**config.mk**
```make
export PLATFORM = sky130hd
export DESIGN_NAME = stall_consumer
export DESIGN_NICKNAME = d
export VERILOG_FILES = /design/src/rtl/stall_consumer_pkg.sv /design/src/rtl/stall_fifo.sv /design/src/rtl/stall_consumer.sv
export VERILOG_INCLUDE_DIRS = /design/src /design/src/rtl
export SDC_FILE = /design/constraint.sdc
export NUM_CORES = 1
export LEC_CHECK = 0
export ABC_AREA = 1
export CAP_MARGIN = 20
export CORE_MARGIN = 2
export CORE_UTILIZATION = 52
export DETAILED_ROUTE_END_ITERATION = 16
export GPL_ROUTABILITY_DRIVEN = 0
export PLACE_DENSITY = 0.74
export SYNTH_ARGS = -nofsm -noshare
export SYNTH_HDL_FRONTEND = slang
export SYNTH_SLANG_ARGS = --single-unit
```
**constraint.sdc**
```tcl
create_clock -name clk -period 2.5 [get_ports clk]
set_input_delay 0.75 -clock clk [delete_from_list [all_inputs] [get_ports clk]]
set_output_delay 0.75 -clock clk [all_outputs]
set_load 0.03 [all_outputs]
```
**src/rtl/defines.vh**
```
// Shared widths and channel tags for the stall consumer.
`ifndef STALL_CONSUMER_DEFINES_VH
`define STALL_CONSUMER_DEFINES_VH

`define ADDRESS_WIDTH 16
`define ID_WIDTH      8
`define TAG_CH1       4'd1
`define TAG_CH2       4'd2

`endif

```
**src/rtl/stall_consumer_pkg.sv**
```systemverilog
// Types and constants shared by the stall consumer and its channel FIFOs.
`include "defines.vh"

package stall_consumer_pkg;

  localparam int ADDR_W = `ADDRESS_WIDTH;
  localparam int ID_W   = `ID_WIDTH;

  localparam logic [ADDR_W-1:0] ADDR_START = ADDR_W'(4);
  localparam logic [ADDR_W-1:0] ADDR_STEP  = ADDR_W'(4);

  typedef struct packed {
    logic [ADDR_W-1:0] address;
    logic [ID_W-1:0]   id;
  } beat_t;

  typedef enum logic {
    CH_1 = 1'b0,
    CH_2 = 1'b1
  } chan_e;

  function automatic logic [3:0] beat_tag(input logic [ID_W-1:0] id);
    return id[7:4];
  endfunction

endpackage

```
**src/rtl/stall_fifo.sv**
```systemverilog
// Synchronous FIFO with occupancy output; a read and a write in the same cycle are both honoured.
module stall_fifo #(
  parameter int DEPTH = 4,
  parameter int WIDTH = 8,
  localparam int PTR_W = $clog2(DEPTH)
) (
  input  logic             clk,
  input  logic             reset,
  input  logic             wr_en,
  input  logic [WIDTH-1:0] wr_data,
  input  logic             rd_en,
  output logic [WIDTH-1:0] rd_data,
  output logic [PTR_W:0]   occ,
  output logic             empty
);

  localparam logic [PTR_W:0] OCC_FULL = (PTR_W+1)'(DEPTH);

  logic [WIDTH-1:0] mem_q [DEPTH];
  logic [WIDTH-1:0] mem_d [DEPTH];
  logic [PTR_W-1:0] wr_ptr_q, wr_ptr_d;
  logic [PTR_W-1:0] rd_ptr_q, rd_ptr_d;
  logic [PTR_W:0]   occ_q, occ_d;
  logic             full;
  logic             do_wr;
  logic             do_rd;

  assign empty   = (occ_q == '0);
  assign full    = (occ_q == OCC_FULL);
  assign do_rd   = rd_en && !empty;
  // A write into a full FIFO is only safe when the head leaves in the same cycle.
  assign do_wr   = wr_en && (!full || do_rd);
  assign rd_data = mem_q[rd_ptr_q];
  assign occ     = occ_q;

  always_comb begin
    mem_d    = mem_q;
    wr_ptr_d = wr_ptr_q;
    rd_ptr_d = rd_ptr_q;
    occ_d    = occ_q;
    if (do_wr) begin
      mem_d[wr_ptr_q] = wr_data;
      wr_ptr_d        = wr_ptr_q + 1'b1;
    end
    if (do_rd) begin
      rd_ptr_d = rd_ptr_q + 1'b1;
    end
    case ({do_wr, do_rd})
      2'b10:   occ_d = occ_q + 1'b1;
      2'b01:   occ_d = occ_q - 1'b1;
      default: occ_d = occ_q;
    endcase
  end

  always_ff @(posedge clk) begin
    if (!reset) begin
      wr_ptr_q <= '0;
      rd_ptr_q <= '0;
      occ_q    <= '0;
    end else begin
      wr_ptr_q <= wr_ptr_d;
      rd_ptr_q <= rd_ptr_d;
      occ_q    <= occ_d;
    end
  end

  always_ff @(posedge clk) begin
    mem_q <= mem_d;
  end

endmodule

```
**src/rtl/stall_consumer.sv**
```systemverilog
// Two-channel beat consumer: buffers each channel, checks tags and address sequence,
// and drains both buffers round-robin to a single downstream port.
`include "defines.vh"

module stall_consumer
  import stall_consumer_pkg::*;
#(
  parameter int FIFO_DEPTH = 4,
  parameter int CNT_WIDTH  = 16
) (
  input  logic                 clk,
  input  logic                 reset,
  input  logic [ADDR_W-1:0]    in_address_1,
  input  logic [ID_W-1:0]      in_id_1,
  input  logic                 in_valid_1,
  input  logic [ADDR_W-1:0]    in_address_2,
  input  logic [ID_W-1:0]      in_id_2,
  input  logic                 in_valid_2,
  output logic                 out_stall_1,
  output logic                 out_stall_2,
  output logic [ADDR_W-1:0]    out_address,
  output logic [ID_W-1:0]      out_id,
  output logic                 out_valid,
  input  logic                 in_ready,
  output logic                 err_tag_1,
  output logic                 err_tag_2,
  output logic                 err_addr_1,
  output logic                 err_addr_2,
  output logic [CNT_WIDTH-1:0] count_1,
  output logic [CNT_WIDTH-1:0] count_2
);

  localparam int OCC_W = $clog2(FIFO_DEPTH) + 1;
  localparam logic [OCC_W-1:0] OCC_FULL = OCC_W'(FIFO_DEPTH);

  beat_t            wr_beat_1, wr_beat_2;
  beat_t            head_1, head_2, head_sel;
  logic [OCC_W-1:0] occ_1, occ_2;
  logic             empty_1, empty_2;
  logic             stall;
  logic             accept_1, accept_2;
  logic             handshake;
  logic             rd_1, rd_2;
  chan_e            grant;

  chan_e                 last_q, last_d;
  chan_e                 hold_ch_q, hold_ch_d;
  logic                  hold_q, hold_d;
  logic [ADDR_W-1:0]     exp_addr_1_q, exp_addr_1_d;
  logic [ADDR_W-1:0]     exp_addr_2_q, exp_addr_2_d;
  logic                  err_tag_1_q, err_tag_1_d;
  logic                  err_tag_2_q, err_tag_2_d;
  logic                  err_addr_1_q, err_addr_1_d;
  logic                  err_addr_2_q, err_addr_2_d;
  logic [CNT_WIDTH-1:0]  count_1_q, count_1_d;
  logic [CNT_WIDTH-1:0]  count_2_q, count_2_d;

  // Stall depends only on registered occupancy, so producers see no comb path from valid/ready.
  assign stall       = (occ_1 == OCC_FULL) || (occ_2 == OCC_FULL);
  assign out_stall_1 = stall;
  assign out_stall_2 = stall;

  assign accept_1  = in_valid_1 && !stall;
  assign accept_2  = in_valid_2 && !stall;
  assign wr_beat_1 = {in_address_1, in_id_1};
  assign wr_beat_2 = {in_address_2, in_id_2};

  stall_fifo #(
    .DEPTH (FIFO_DEPTH),
    .WIDTH ($bits(beat_t))
  ) u_fifo_1 (
    .clk     (clk),
    .reset   (reset),
    .wr_en   (accept_1),
    .wr_data (wr_beat_1),
    .rd_en   (rd_1),
    .rd_data (head_1),
    .occ     (occ_1),
    .empty   (empty_1)
  );

  stall_fifo #(
    .DEPTH (FIFO_DEPTH),
    .WIDTH ($bits(beat_t))
  ) u_fifo_2 (
    .clk     (clk),
    .reset   (reset),
    .wr_en   (accept_2),
    .wr_data (wr_beat_2),
    .rd_en   (rd_2),
    .rd_data (head_2),
    .occ     (occ_2),
    .empty   (empty_2)
  );

  // A beat offered but not taken keeps its grant, so a late write to the other
  // FIFO cannot swap the presented beat while downstream is stalled.
  always_comb begin
    grant = CH_1;
    if (hold_q) begin
      grant = hold_ch_q;
    end else if (!empty_1 && !empty_2) begin
      grant = (last_q == CH_1) ? CH_2 : CH_1;
    end else if (!empty_2) begin
      grant = CH_2;
    end
  end

  assign head_sel    = (grant == CH_1) ? head_1 : head_2;
  assign out_valid   = !empty_1 || !empty_2;
  assign out_address = head_sel.address;
  assign out_id      = head_sel.id;
  assign handshake   = out_valid && in_ready;
  assign rd_1        = handshake && (grant == CH_1);
  assign rd_2        = handshake && (grant == CH_2);

  always_comb begin
    last_d       = last_q;
    hold_d       = out_valid && !in_ready;
    hold_ch_d    = grant;
    exp_addr_1_d = exp_addr_1_q;
    exp_addr_2_d = exp_addr_2_q;
    err_tag_1_d  = err_tag_1_q;
    err_tag_2_d  = err_tag_2_q;
    err_addr_1_d = err_addr_1_q;
    err_addr_2_d = err_addr_2_q;
    count_1_d    = count_1_q;
    count_2_d    = count_2_q;

    if (handshake) begin
      last_d = grant;
    end

    // After a break the expectation follows the received address, so one glitch flags once.
    if (accept_1) begin
      if (beat_tag(in_id_1) != `TAG_CH1) err_tag_1_d = 1'b1;
      if (in_address_1 != exp_addr_1_q)  err_addr_1_d = 1'b1;
      exp_addr_1_d = in_address_1 + ADDR_STEP;
      count_1_d    = count_1_q + 1'b1;
    end

    if (accept_2) begin
      if (beat_tag(in_id_2) != `TAG_CH2) err_tag_2_d = 1'b1;
      if (in_address_2 != exp_addr_2_q)  err_addr_2_d = 1'b1;
      exp_addr_2_d = in_address_2 + ADDR_STEP;
      count_2_d    = count_2_q + 1'b1;
    end
  end

  always_ff @(posedge clk) begin
    if (!reset) begin
      last_q       <= CH_2;
      hold_q       <= 1'b0;
      hold_ch_q    <= CH_1;
      exp_addr_1_q <= ADDR_START;
      exp_addr_2_q <= ADDR_START;
      err_tag_1_q  <= 1'b0;
      err_tag_2_q  <= 1'b0;
      err_addr_1_q <= 1'b0;
      err_addr_2_q <= 1'b0;
      count_1_q    <= '0;
      count_2_q    <= '0;
    end else begin
      last_q       <= last_d;
      hold_q       <= hold_d;
      hold_ch_q    <= hold_ch_d;
      exp_addr_1_q <= exp_addr_1_d;
      exp_addr_2_q <= exp_addr_2_d;
      err_tag_1_q  <= err_tag_1_d;
      err_tag_2_q  <= err_tag_2_d;
      err_addr_1_q <= err_addr_1_d;
      err_addr_2_q <= err_addr_2_d;
      count_1_q    <= count_1_d;
      count_2_q    <= count_2_d;
    end
  end

  assign err_tag_1  = err_tag_1_q;
  assign err_tag_2  = err_tag_2_q;
  assign err_addr_1 = err_addr_1_q;
  assign err_addr_2 = err_addr_2_q;
  assign count_1    = count_1_q;
  assign count_2    = count_2_q;

endmodule
```
# Word-level counts from Yosys, hierarchy flattened
# Cells that the tools add are included.
[word_totals]
inputBits = 53
regBits = 277
out_inout_bits = 63
wordCells = 108
[op_classes]
order_cmp = 6
n_mux = 19
reduce_logical = 31
n_addsub = 12
eq_ne = 10
n_bitwise = 5
[op_table]
columns = ["operator", "count"]
rows = [
  ["$bwmux W96", 2],
  ["$mux W24", 7],
  ["$bmux W24 S2", 2],
  ["$demux W24 S2", 2],
  ["$add A16 B1 Y16 const B", 2],
  ["$add A16 B3 Y16 const B", 2],
  ["$ne A16 B16 Y1", 2],
  ["$logic_and A1 B1 Y1", 13],
  ["$ge A3 B3 Y1 const B", 4],
  ["$not A2 Y3", 4],
  ["$pmux W3 S2", 2],
  ["$add A2 B1 Y2 const B", 4],
  ["$reduce_and A2 Y1", 4],
  ["$add A3 B1 Y3 const B", 2],
  ["$eq A3 B3 Y1 const B", 2],
  ["$logic_not A1 Y1", 6],
  ["$logic_not A3 Y1", 2],
  ["$lt A3 B1 Y1 const B", 2],
  ["$sub A3 B1 Y3 const B", 2],
  ["$eq A2 B1 Y1 const B", 2],
  ["$eq A2 B2 Y1 const B", 2],
  ["$logic_or A1 B1 Y1", 4],
  ["$mux W1", 4],
  ["$ne A4 B1 Y1 const B", 1],
  ["other kinds (3)", 4],
]

# Logic depth before layout (Yosys ltp)
[logic_depth]
depth_word = 12
mapped_depth = 15
ltp_nobuf = 15

# Cells and area by module
# From an unflattened synthesis, not the netlist that was laid out.
[hier_totals]
hier_cells = 1338
hier_area_um2 = 12423.2
[by_module_without_submodules]
columns = ["mod", "instances", "seq_area_each_um2", "area_each_um2", "cells_each"]
rows = [
  ["stall_fifo", 2, 3022.9, 4001.3, 301],
  ["stall_consumer", 1, 1421.4, 4420.5, 736],
]

# Worst setup path after synthesis
# OpenSTA, ideal clock, no wires.
[synth_timing]
kind = "input to register"
startpoint = "in in_valid_1"
endpoint = "reg u_fifo_1.mem_q[0] (netlist name) (enable)"
setup_time_ps = 405
cell_stages = 5
n_path_buf = 1
setup_slack_ps = -162
required_ps = 2095
arrival_ps = 2257
path_cell_list = "inv_1 -> nor2_8 -> inv_2 -> buf_2 -> nor2_1"
[synth_between]
elab_chain_len = 2
[synth_lines]
columns = ["element", "line_no", "source"]
rows = [
  ["from (decl)", "stall_consumer.sv:15", "input logic in_valid_1,"],
  ["$logic_and A1 B1 Y1", "stall_consumer.sv:63", "assign accept_1 = in_valid_1 && !stall;"],
  ["$logic_and A1 B1 Y1", "stall_fifo.sv:32", "assign do_wr = wr_en && (!full || do_rd);"],
  ["to (signal assigned)", "stall_fifo.sv:68", "mem_q <= mem_d;"],
  ["to (decl)", "stall_fifo.sv:19", "logic [WIDTH-1:0] mem_q [DEPTH];"],
]
# No other way between the ends.
# A chain may end at the register's enable or synchronous reset.

# Worst setup path after layout
[layout_timing]
startpoint = "reg u_fifo_1.rd_ptr_q[0]"
endpoint = "out out_address[11]"
[layout_between]
elab_chain_len = 5
[layout_lines]
columns = ["element", "line_no", "source"]
rows = [
  ["from (decl)", "stall_fifo.sv:22", "logic [PTR_W-1:0] rd_ptr_q, rd_ptr_d;"],
  ["from (signal assigned)", "stall_fifo.sv:62", "rd_ptr_q <= rd_ptr_d;"],
  ["$not A2 Y3 (implied by the code)", "stall_fifo.sv:33", "assign rd_data = mem_q[rd_ptr_q];"],
  ["$bmux W24 S2", "stall_fifo.sv:33", ""],
  ["$mux W24 (implied by the code) (2 in a row)", "stall_fifo.sv:33", ""],
  ["$mux W24", "stall_consumer.sv:109", "assign head_sel = (grant == CH_1) ? head_1 : head_2;"],
  ["to (decl)", "stall_consumer.sv:21", "output logic [ADDR_W-1:0] out_address,"],
]
# No other way between the ends. The select of a mux whose other input is x is not followed.

==> impl_metrics.yaml <==
status:
  status: "finished, violations left"
  violations: "setup timing"
die:
  fp.dieW_um: 159
  rows: 56
  initial_core_util: 0.530
  die_y_um: 159
  core_um2: 23500
  io_pins: 116
  dieArea_um2: 25300
critical_path:
  cp-end-kind: "output port"
  path_max_fanout: 12
  crit_required_ns: 1.75
  crit_type: "reg -> out"
  crit_arrival_ns: 1.96
  startpoint_type: "flip-flop"
grt:
  grt.overflow.total: 0
  grt_pass1_wl_um: 51000
  first_global_vias: 9849
  antenna_found_initial: 0
  grtUsageTotal: 0.251
  grt_max_degree: 53
synthesis:
  synth_nets: 1407
  yosysMostFrequentCell: "nand2_1"
  synth_seq_cells: 277
  avgSynthCellArea_um2: 9.33
  synth_common_cells: "284 x nand2_1, 234 x nor2_1, 192 x edfxtp_1"
  yosysSeqAreaShare: 0.598
  syn_area_um2: 12500
  synth_enable_flop_cells: 192
  yosys.area.top_type_share: 0.462
  synthArstFlopShare: 0
  yosys_warnings: 0
  synth_cells: 1338
  ys_top_cells_by_area: "edfxtp_1 46%, dfxtp_1 14%, nand2_1 8.5%"
  synth.distinct_cells: 36
  synth_flop_cell: "edfxtp_1"
  synth_top_area_cell: "edfxtp_1"
sta:
  relSlewSlack: 0.680
  hold-worst-slack_ns: 0.462
  worst_pin_slew_ns: 0.480
  setup_violations: 25
  fin_worst_skew_ns: 0.0124
  slew_viol_final: 0
  period_share: 1.08
  grt_setup_unrepaired: "true"
  period_needed_ns: 2.71
  fin_ws_ns: -0.209
  timing.fmax_mhz: 369
  hold_violations: 0
detailed_routing:
  route.detailed.drc: 0
  vias: 10341
  routed_wl_um: 34600
  drt_iter0_drc: 960
  wl_per_cell_um: 18.6
  drtAntennaViolNets: 0
  drt_pass1_iterations: 5
  vias_per_cell: 5.56
layout:
  final_core_util: 0.712
  nFillCells: 1672
  n_antenna_cell: 0
  seqCellArea_um2: 7490
  nNetsFinal: 1587
  drive_gt1_frac: 0.208
  area_growth_syn_to_layout_pct: 34.3
  fin_area_um2: 16800
  multi_input_area_um2: 4880
clocking:
  htreeDepth: 1
  insertion_delay_ns: 0.55
  cts_buffers: 28
  cts_root_buf: "clkbuf_16"
  cts_tree: "done"
  cts.sinks: 277
  cts_hold_buf: 0
  clkTransAtPathRegs_ns: 0.07
  cts_buffer_depth: 3
power_and_ir_drop:
  power_frac_clock: 0.275
  ir_worst_vdd_mv: 0.918
  seqPwrFrac: 0.331
  power_leakage_nw: 6.54
  p_total_mw: 17.2
  power_density_nw_per_um2: 1030
  p_sw_mw: 6.06
  p_int_mw: 11.2
  p_sw_frac: 0.352
  pwr-share-comb: 0.395
place:
  dpl.hpwl_um: 18700
  place_area_um2: 14400
  io_buffers: 115
flow_run:
  drv_cap: 0
worst_hold_path:
  hp-class: "reg -> reg"
-- flip-flops by register name (all words and copies together) (netlist names), 3 cells and up --
register        count
count_2            16
u_fifo_1.occ        3
u_fifo_2.occ        3
u_fifo_1.mem_q     96
count_1            16
exp_addr_2_q       16
exp_addr_1_q       16
u_fifo_2.mem_q     96
-- worst max-delay path, stage by stage, from the launching register on --
cell	delay [ns]
dfxtp_4	0.41
inv_8	0.12
buf_12	0.15
nor2_1	0.05
o32ai_1	0.29
nand2_1	0.10
nand2_1	0.11
buf_6	0.15
-- per-layer routing --
layer  share of wire  vias to the layer above  track usage
li1                -                     4855            -
met1            0.40                     4958        0.333
met2            0.50                      467        0.433
met3           0.079                       61       0.0392
met4           0.023                        0       0.0686
met5               0                        -            0
-- kinds of logic after synthesis --
kind of cell,share of synthesized area
buffers and inverters,0.0651
AND/OR/NAND/NOR,0.200
flip-flops,0.598
adder cells (fa/ha/maj),0.0172
XOR/XNOR,0.0126
AO/OA/AOI/OAI,0.107
-- through the flow --
stage	worst slack, ns	TNS, ns	std cells
final	-0.209	-3.62	1859
after global routing	-0.295	-5.12	1859
after CTS	-0.174	-3.27	1850
after detailed placement	-0.346	-0.990	1781
after global placement	-0.317	-0.845	1781
after floorplan	-0.162	-15.51	1338
-- path summary, 6_finish.rpt --
path                         from         endpoint  slack (ns)  cells after the start
max          u_fifo_1.rd_ptr_q[0]  out_address[11]       -0.21                      7
min reg2reg             err_tag_1        err_tag_1        0.46                      2
max reg2reg       u_fifo_2.occ[0]  u_fifo_1.occ[2]        0.16                     16
min                     err_tag_1        err_tag_1        0.46                      2
-- power groups by stage --
stage | sequential (mW) | combinational, mW | clock [mW]
after detailed placement | 5.72 | 4.76 | 0
final | 5.70 | 6.80 | 4.73
after floorplan | 5.73 | 2.79 | 0
after global routing | 5.74 | 7.14 | 4.94
after CTS | 5.66 | 6.07 | 4.70
after global placement | 5.70 | 4.69 | 0
-- area by class of cell --
cell class / instances / share of cell area
clock inverters: 19 / 0.0173
flip-flops and latches: 277 / 0.447
well taps: 319 / 0.0238
multi-input cells: 863 / 0.291
repair inverters: 3 / 0.00314
clock buffers: 33 / 0.0442
repair buffers: 202 / 0.140
inverters: 143 / 0.0343
-- cells in the final DEF (no fill, tap or decap), types with 24 or more instances in the layout --
| cell | count |
|---|---|
| a21oi_1 | 70 |
| nor2_1 | 209 |
| nor2_2 | 24 |
| dfxtp_1 | 75 |
| o21ai_0 | 92 |
| clkdlybuf4s50_1 | 85 |
| nand2_1 | 232 |
| inv_1 | 134 |
| buf_12 | 29 |
| clkbuf_16 | 31 |
| edfxtp_1 | 192 |
| nand2_2 | 34 |
| buf_6 | 24 |
| nand3_1 | 34 |
| buf_4 | 50 |
| o32ai_2 | 38 |
-- timing repair --
item,CTS,global route
resized for setup,141,97
setup endpoints to repair,27,29
pin swaps,24,22
setup buffers,9,7
gates cloned,8,3
No activity file was read; power rests on OpenSTA's default activity.
